`config.mk`:
```
export PLATFORM = sky130hd
export DESIGN_NAME = fwd_hazard_unit_flat
export DESIGN_NICKNAME = d
export VERILOG_FILES = /design/src/rtl/fwd_hazard_unit_if.sv /design/src/rtl/fwd_hazard_unit.sv /design/src/flat_wrapper.sv
export SDC_FILE = /design/constraint.sdc
export NUM_CORES = 1
export LEC_CHECK = 0
export ABC_AREA = 1
export CORE_MARGIN = 3
export CORE_UTILIZATION = 49
export DETAILED_ROUTE_END_ITERATION = 7
export PLACE_DENSITY = 0.85
export SYNTH_ARGS = -nofsm -noshare
export SYNTH_HDL_FRONTEND = slang
export SYNTH_SLANG_ARGS = --single-unit
```
`constraint.sdc`:
```
create_clock -name clk -period 2.15 [get_ports clk]
set_clock_uncertainty 0.2 [all_clocks]
set_input_delay 0.43 -clock clk [delete_from_list [all_inputs] [get_ports clk]]
set_output_delay 0.43 -clock clk [all_outputs]
set_load 0.005 [all_outputs]
```
`src/rtl/fwd_hazard_unit_if.sv`:
```
// Decode-to-execute control bus: D-stage instruction fields and pipeline controls in,
// load-use stall and registered execute-stage operand selects out.
interface fwd_hazard_unit_if #(
   parameter int REG_ADDR_W = 5
);
   // Handshake: d_valid qualifies every d_* field in the same cycle. stall is the
   // not-ready back-pressure, so the D instruction is accepted into X at a rising edge
   // only when d_valid & !stall & !flush & !hold. Otherwise the requester keeps the
   // instruction stable and X receives a bubble (or holds, when hold is high).
   logic                  d_valid;
   logic [REG_ADDR_W-1:0] d_rs1;
   logic [REG_ADDR_W-1:0] d_rs2;
   logic [REG_ADDR_W-1:0] d_rd;
   logic                  d_uses_rs1;
   logic                  d_uses_rs2;
   logic                  d_reg_write;
   logic                  d_is_load;
   logic                  d_op1_is_pc;
   logic                  d_op2_is_imm;
   logic                  hold;
   logic                  flush;
   logic                  stall;
   logic [1:0]            operand1_sel;
   logic [1:0]            operand2_sel;
   logic [1:0]            rs2_data_sel;

   modport master (
      output d_valid, d_rs1, d_rs2, d_rd, d_uses_rs1, d_uses_rs2,
             d_reg_write, d_is_load, d_op1_is_pc, d_op2_is_imm, hold, flush,
      input  stall, operand1_sel, operand2_sel, rs2_data_sel
   );

   modport slave (
      input  d_valid, d_rs1, d_rs2, d_rd, d_uses_rs1, d_uses_rs2,
             d_reg_write, d_is_load, d_op1_is_pc, d_op2_is_imm, hold, flush,
      output stall, operand1_sel, operand2_sel, rs2_data_sel
   );
endinterface

```
`src/rtl/fwd_hazard_unit.sv`:
```
// Forwarding select and load-use stall generation for a five-stage RV32 pipeline.
// Tracks the destination of the X and M instructions and compares it with D's sources.
module fwd_hazard_unit #(
   parameter int REG_ADDR_W = 5,
   parameter bit FWD_EN     = 1'b1
) (
   input  logic              clk,
   input  logic              rst,
   fwd_hazard_unit_if.slave  bus
);

   typedef struct packed {
      logic                  valid;
      logic [REG_ADDR_W-1:0] rd;
      logic                  wen;
      logic                  load;
   } entry_t;

   localparam logic [1:0] SEL_REG = 2'b00;
   localparam logic [1:0] SEL_ALT = 2'b01;
   localparam logic [1:0] SEL_XM  = 2'b10;
   localparam logic [1:0] SEL_MW  = 2'b11;

   entry_t     x_q;
   entry_t     m_q;
   entry_t     d_entry;
   logic [1:0] op1_q;
   logic [1:0] op2_q;
   logic [1:0] rs2d_q;

   logic       x_hit1;
   logic       x_hit2;
   logic       m_hit1;
   logic       m_hit2;
   logic       hazard;
   logic       stall_c;
   logic       accept;
   logic [1:0] src1_sel;
   logic [1:0] src2_sel;
   logic [1:0] op1_next;
   logic [1:0] op2_next;

   // x0 is hard-wired zero, so a producer writing it never creates a dependency.
   function automatic logic producer_match(input entry_t e, input logic [REG_ADDR_W-1:0] r);
      return e.valid && e.wen && (e.rd != '0) && (r == e.rd);
   endfunction

   function automatic logic [1:0] source_sel(input logic xh, input logic mh);
      logic [1:0] s;
      s = SEL_REG;
      if (FWD_EN) begin
         if (xh) begin
            s = SEL_XM;
         end else if (mh) begin
            s = SEL_MW;
         end
      end
      return s;
   endfunction

   always_comb begin
      x_hit1 = bus.d_uses_rs1 & producer_match(x_q, bus.d_rs1);
      x_hit2 = bus.d_uses_rs2 & producer_match(x_q, bus.d_rs2);
      m_hit1 = bus.d_uses_rs1 & producer_match(m_q, bus.d_rs1);
      m_hit2 = bus.d_uses_rs2 & producer_match(m_q, bus.d_rs2);
   end

   // With forwarding only a load in X cannot supply its result in time.
   always_comb begin
      hazard = 1'b0;
      if (FWD_EN) begin
         hazard = x_q.load & (x_hit1 | x_hit2);
      end else begin
         hazard = x_hit1 | x_hit2 | m_hit1 | m_hit2;
      end
   end

   assign stall_c = bus.d_valid & ~bus.flush & hazard;
   assign accept  = bus.d_valid & ~stall_c & ~bus.flush;

   always_comb begin
      src1_sel = source_sel(x_hit1, m_hit1);
      src2_sel = source_sel(x_hit2, m_hit2);
      op1_next = bus.d_op1_is_pc  ? SEL_ALT : src1_sel;
      op2_next = bus.d_op2_is_imm ? SEL_ALT : src2_sel;
   end

   always_comb begin
      d_entry       = '0;
      d_entry.valid = 1'b1;
      d_entry.rd    = bus.d_rd;
      d_entry.wen   = bus.d_reg_write;
      d_entry.load  = bus.d_is_load;
   end

   always_ff @(posedge clk) begin
      if (rst) begin
         x_q    <= '0;
         m_q    <= '0;
         op1_q  <= SEL_REG;
         op2_q  <= SEL_REG;
         rs2d_q <= SEL_REG;
      end else if (!bus.hold) begin
         m_q <= x_q;
         if (accept) begin
            x_q    <= d_entry;
            op1_q  <= op1_next;
            op2_q  <= op2_next;
            rs2d_q <= src2_sel;
         end else begin
            x_q    <= '0;
            op1_q  <= SEL_REG;
            op2_q  <= SEL_REG;
            rs2d_q <= SEL_REG;
         end
      end
   end

   assign bus.stall        = stall_c;
   assign bus.operand1_sel = op1_q;
   assign bus.operand2_sel = op2_q;
   assign bus.rs2_data_sel = rs2d_q;

endmodule

```
`src/flat_wrapper.sv`:
```
// flat-port wrapper written by rule: the top's interface ports become plain ports
module fwd_hazard_unit_flat 
#(
   parameter int REG_ADDR_W = 5,
   parameter bit FWD_EN     = 1'b1
)
  (clk, rst, bus_d_valid, bus_d_rs1, bus_d_rs2, bus_d_rd, bus_d_uses_rs1, bus_d_uses_rs2, bus_d_reg_write, bus_d_is_load, bus_d_op1_is_pc, bus_d_op2_is_imm, bus_hold, bus_flush, bus_stall, bus_operand1_sel, bus_operand2_sel, bus_rs2_data_sel);
  fwd_hazard_unit_if #(.REG_ADDR_W(REG_ADDR_W)) bus_i ();
  input  logic clk;
  input  logic rst;
  input wire logic [$bits(bus_i.d_valid)-1:0] bus_d_valid;
  input wire logic [$bits(bus_i.d_rs1)-1:0] bus_d_rs1;
  input wire logic [$bits(bus_i.d_rs2)-1:0] bus_d_rs2;
  input wire logic [$bits(bus_i.d_rd)-1:0] bus_d_rd;
  input wire logic [$bits(bus_i.d_uses_rs1)-1:0] bus_d_uses_rs1;
  input wire logic [$bits(bus_i.d_uses_rs2)-1:0] bus_d_uses_rs2;
  input wire logic [$bits(bus_i.d_reg_write)-1:0] bus_d_reg_write;
  input wire logic [$bits(bus_i.d_is_load)-1:0] bus_d_is_load;
  input wire logic [$bits(bus_i.d_op1_is_pc)-1:0] bus_d_op1_is_pc;
  input wire logic [$bits(bus_i.d_op2_is_imm)-1:0] bus_d_op2_is_imm;
  input wire logic [$bits(bus_i.hold)-1:0] bus_hold;
  input wire logic [$bits(bus_i.flush)-1:0] bus_flush;
  output wire logic [$bits(bus_i.stall)-1:0] bus_stall;
  output wire logic [$bits(bus_i.operand1_sel)-1:0] bus_operand1_sel;
  output wire logic [$bits(bus_i.operand2_sel)-1:0] bus_operand2_sel;
  output wire logic [$bits(bus_i.rs2_data_sel)-1:0] bus_rs2_data_sel;
  assign bus_i.d_valid = bus_d_valid;
  assign bus_i.d_rs1 = bus_d_rs1;
  assign bus_i.d_rs2 = bus_d_rs2;
  assign bus_i.d_rd = bus_d_rd;
  assign bus_i.d_uses_rs1 = bus_d_uses_rs1;
  assign bus_i.d_uses_rs2 = bus_d_uses_rs2;
  assign bus_i.d_reg_write = bus_d_reg_write;
  assign bus_i.d_is_load = bus_d_is_load;
  assign bus_i.d_op1_is_pc = bus_d_op1_is_pc;
  assign bus_i.d_op2_is_imm = bus_d_op2_is_imm;
  assign bus_i.hold = bus_hold;
  assign bus_i.flush = bus_flush;
  assign bus_stall = bus_i.stall;
  assign bus_operand1_sel = bus_i.operand1_sel;
  assign bus_operand2_sel = bus_i.operand2_sel;
  assign bus_rs2_data_sel = bus_i.rs2_data_sel;
  fwd_hazard_unit #(.REG_ADDR_W(REG_ADDR_W), .FWD_EN(FWD_EN)) u_core (.clk(clk), .rst(rst), .bus(bus_i));
endmodule
```
After elaboration in Yosys (flattened, before gate mapping)
Cells that the tools add are included.

Eq/ne operators: 4. Mux-type cells: 10. Bitwise operators: 12. Reductions and logical operators: 10.

Operators by type and width (count): $eq A5 B5 Y1 (4); $mux W2 (9); $reduce_bool A5 Y1 (2); $and A1 B1 Y1 (9); $logic_and A1 B1 Y1 (8); $mux W8 (1); $not A1 Y1 (2); $or A1 B1 Y1 (1).

Register bits: 21. Input bits: 26. Output and inout port bits: 7. Logic and storage cells: 46.

Depth between registers and ports, before layout
Depth in word-level cells: 11. Mapped depth: 11. Mapped depth without buffers: 11.

Worst setup path after synthesis
Ideal clock, no wire load.

Path type: input -> output. Start point: input port bus_d_uses_rs2. End point: output port bus_stall. Data arrival time: 1.221 ns. Required time: 1.520 ns. Slack: 0.299 ns. Stages: 8. Buffers on the path: 1. Cells stage by stage: a21boi_1 > nand2_1 > nor2_1 > nand3_2 > nand2_2 > nand2_4 > buf_12 > nor3_2.

Longest elaborated chain between the ends: 4.

RTL lines: start: declaration (line flat_wrapper.sv:16) `input wire logic [$bits(bus_i.d_uses_rs2)-1:0] bus_d_uses_rs2;`; $and A1 B1 Y1 (line fwd_hazard_unit.sv:63) `x_hit2 = bus.d_uses_rs2 & producer_match(x_q, bus.d_rs2);`; $or A1 B1 Y1 (line fwd_hazard_unit.sv:72) `hazard = x_q.load & (x_hit1 | x_hit2);`; $and A1 B1 Y1 (line fwd_hazard_unit.sv:72); $and A1 B1 Y1 (line fwd_hazard_unit.sv:78) `assign stall_c = bus.d_valid & ~bus.flush & hazard;`; end: declaration (line flat_wrapper.sv:23) `output wire logic [$bits(bus_i.stall)-1:0] bus_stall;`.

No other way between the ends.

Worst setup path after layout
Start point: register u_core.x_q[3] (netlist bit). End point: output port bus_stall.

Longest elaborated chain between the ends: 7. Elaborated cells on any way between the ends: 11. Classes of those cells: eq/ne (2); bitwise (5); reduce/logical (4).

RTL lines: start: declaration (line fwd_hazard_unit.sv:24) `entry_t x_q;`; start signal: assignment (line fwd_hazard_unit.sv:106) `x_q <= d_entry;`; $reduce_bool A5 Y1 (line fwd_hazard_unit.sv:45) `return e.valid && e.wen && (e.rd != '0) && (r == e.rd);`; $logic_and A1 B1 Y1 (2 in series) (line fwd_hazard_unit.sv:45); $and A1 B1 Y1, on equally long branches (line fwd_hazard_unit.sv:62, fwd_hazard_unit.sv:63); $or A1 B1 Y1 (*) (line fwd_hazard_unit.sv:72); $and A1 B1 Y1 (*) (line fwd_hazard_unit.sv:72); $and A1 B1 Y1 (*) (line fwd_hazard_unit.sv:78).

Every way passes the cells marked *; elsewhere a longest branch is shown, timed or not.

==> metrics <==
status=finished clean; die area=0.00345 mm²; Iter 0 DRT Violations=75; # diodes=0; cell taking the most area after synthesis=dfxtp_1; post-layout util=0.744; Hold Violations, Final=0; GR peak layer=met2; slowest stage delay, CP=0.40 ns; MaxCap Viol Count=0; clock-pin slew on the worst setup and hold paths=0.12 ns; Fill cells=215; synthesized instance count=208; Routed WL=3.35 mm; LEAKAGE=0.884 nW; commonest cells after routing, fill and taps aside=nand2_1, inv_1, buf_4, clkdlybuf4s50_1, dfxtp_1; CTS H-Tree Depth=1; synth unique cells=24; area grow syn2layout=40.0%; Max Slew Vio Count=0; Worst Path Arrival=1.50 ns; CORE AREA=0.00257 mm²; nets=289; maximum VDD drop=0.486 mV; hold path cells=2; routing usage on met2=0.361; Hold WC Path Type=flip-flop to flip-flop; sequential-to-total area share from yosys stat=0.308; RSZ-0062 raised after global routing=yes; CTS sink count=21; syn_area_per_cell=6.56 µm²; dpl cells=285; I/O pin count=33; initial antenna violation count=0; Layout Cells excl Fill=292; fin crit period=2.13 ns; layout cell share with drive strength beyond 1=0.256; Net Count, Synth=234; CTS tree=built; FMAX=0.470 GHz; DRT Pass-1 Iters=4; DP Area=0.00185 mm²; met1 Resource Use GR=0.263; Num CTS Buffers=3; design area=0.00191 mm²; drt wl/cell=11.5 µm; Skew-Pair Late Insertion Delay=0.30 ns; r2r worst-path depth=10; critical path required time=1.52 ns; met3 usage=0.0154; Residual DRC=0; crit share post-route=0.990; Vias/cell=4.93; GRT Total Usage=0.205; CTS Buffer Depth=2; clock root buffer=clkbuf_4; Die Y=58.8 µm; flops & latches, synth=21; Post-Syn Area=0.00136 mm²; first-pass GRT wire length=5.54 mm; Hold Buf Count CTS=0; largest net degree at the start of global routing=22; top cell type's share of synthesized area=0.308; pwr/cell area=407 mW/mm²; initial core utilization=0.531; Critical Path End Type=output pin; PortBufs=32; Synth area leaders=dfxtp_1, nand2_1, inv_1; critical-path cell list=inv_2 > nand2_1 > o21ai_0 > nor2_1 > nand3_2 > nand2_2 > nand2_4 > nor3_2 > buf_2; Slew @ Worst Pin=0.312 ns; via count=1440; slowest library cell on the worst path=dfxtp_4; Routed Antenna Nets=0; total grt overflow=0; Final HPWL DP=2.54 mm; FP Rows=18; Worst Hold Margin=0.270 ns; Final Setup Violations=0; critical path type=flip-flop to output pin; Slew HR=0.791; crit path max fanout=5; vias in the first global route=1335; commonest non-fill, non-tap cell in the layout=nand2_1; Yosys warnings=0; startpoint types=flip-flop; Die W=58.8 µm; GP Congestion=0.863
path summary, 6_finish.rpt:
| check | to | startpoint | slack (ns) |
|---|---|---|---|
| max reg2reg | u_core.bus.operand2_sel[1] | u_core.x_q[3] | 0.46 |
| min reg2reg | u_core.bus.operand2_sel[0] | u_core.bus.operand2_sel[0] | 0.27 |
| max | bus_stall | u_core.x_q[3] | 0.02 |
| min | u_core.bus.operand2_sel[0] | u_core.bus.operand2_sel[0] | 0.27 |
synthesized netlist by cell type (all sizes together):
master	count
xor2	2
nor3	2
nor2	17
a211oi	5
nand4	3
buf	2
o21ai	3
nand2	76
clkbuf	5
and3	1
inv	29
a21boi	1
nand3	20
a21oi	19
dfxtp	21
xnor2	2
flip-flops by register name, summed over array words and instances, names as in the netlist:
| register | count |
|---|---|
| u_core.m_q | 7 |
| u_core.bus.operand1_sel | 2 |
| u_core.bus.operand2_sel | 2 |
| u_core.x_q | 8 |
| u_core.bus.rs2_data_sel | 2 |
power breakdown:
part	total, mW	switching (mW)	internal, mW
sequential	0.408	0.0104	0.398
clock	0.190	0.121	0.0693
combinational	0.178	0.0876	0.0904
what timing repair did:
action	CTS	global route
buffers inserted	2	1
gates cloned	0	0
gates resized for setup	29	6
pin swaps	9	6
endpoints found under the setup margin	1	1
routing by layer:
metal | vias to the layer above | routed length (µm)
met1 | 641 | 1580
met2 | 32 | 1610
met5 | - | 0
li1 | 765 | -
met3 | 2 | 142
met4 | 0 | 13
critical path: cells and delay by family, from the launching register on:
family / cells / cell delay, ns
simple gates: 6 / 0.54
flops: 1 / 0.40
compound gates: 1 / 0.08
buf+inv: 2 / 0.18
final cells by class:
| class | count | area (µm²) | share of cell area |
|---|---|---|---|
| clock inverter | 1 | 5.00 | 0.00262 |
| timing repair buffer | 57 | 503 | 0.263 |
| clock buffer | 3 | 22.5 | 0.0118 |
| tap | 30 | 37.5 | 0.0197 |
| inverter | 29 | 111 | 0.0583 |
| multi-input combinational | 151 | 798 | 0.418 |
| sequential | 21 | 432 | 0.226 |
metrics by stage:
| stage | TNS (ns) | setup WS (ns) | total power, mW |
|---|---|---|---|
| 6_report | 0 | 0.0220 | 0.776 |
| 5_1_grt | -0.0921 | -0.0921 | 0.818 |
| 4_1_cts | -0.0653 | -0.0653 | 0.778 |
| 3_5_place_dp | -0.828 | -0.618 | 0.598 |
| 3_3_place_gp | -0.758 | -0.598 | 0.596 |
| 2_1_floorplan | 0 | 0.299 | 0.501 |
cell families (layout without fill, tap and decap cells):
group	Yosys count	in the layout	share of synthesized area
and+or+nand+nor	119	119	0.411
buffers and inverters	36	90	0.119
AOI/OAI and AO/OA	28	28	0.136
DFF	21	21	0.308
xor gates and xnor gates	4	4	0.0257
Power figures use the tool's default switching activity.
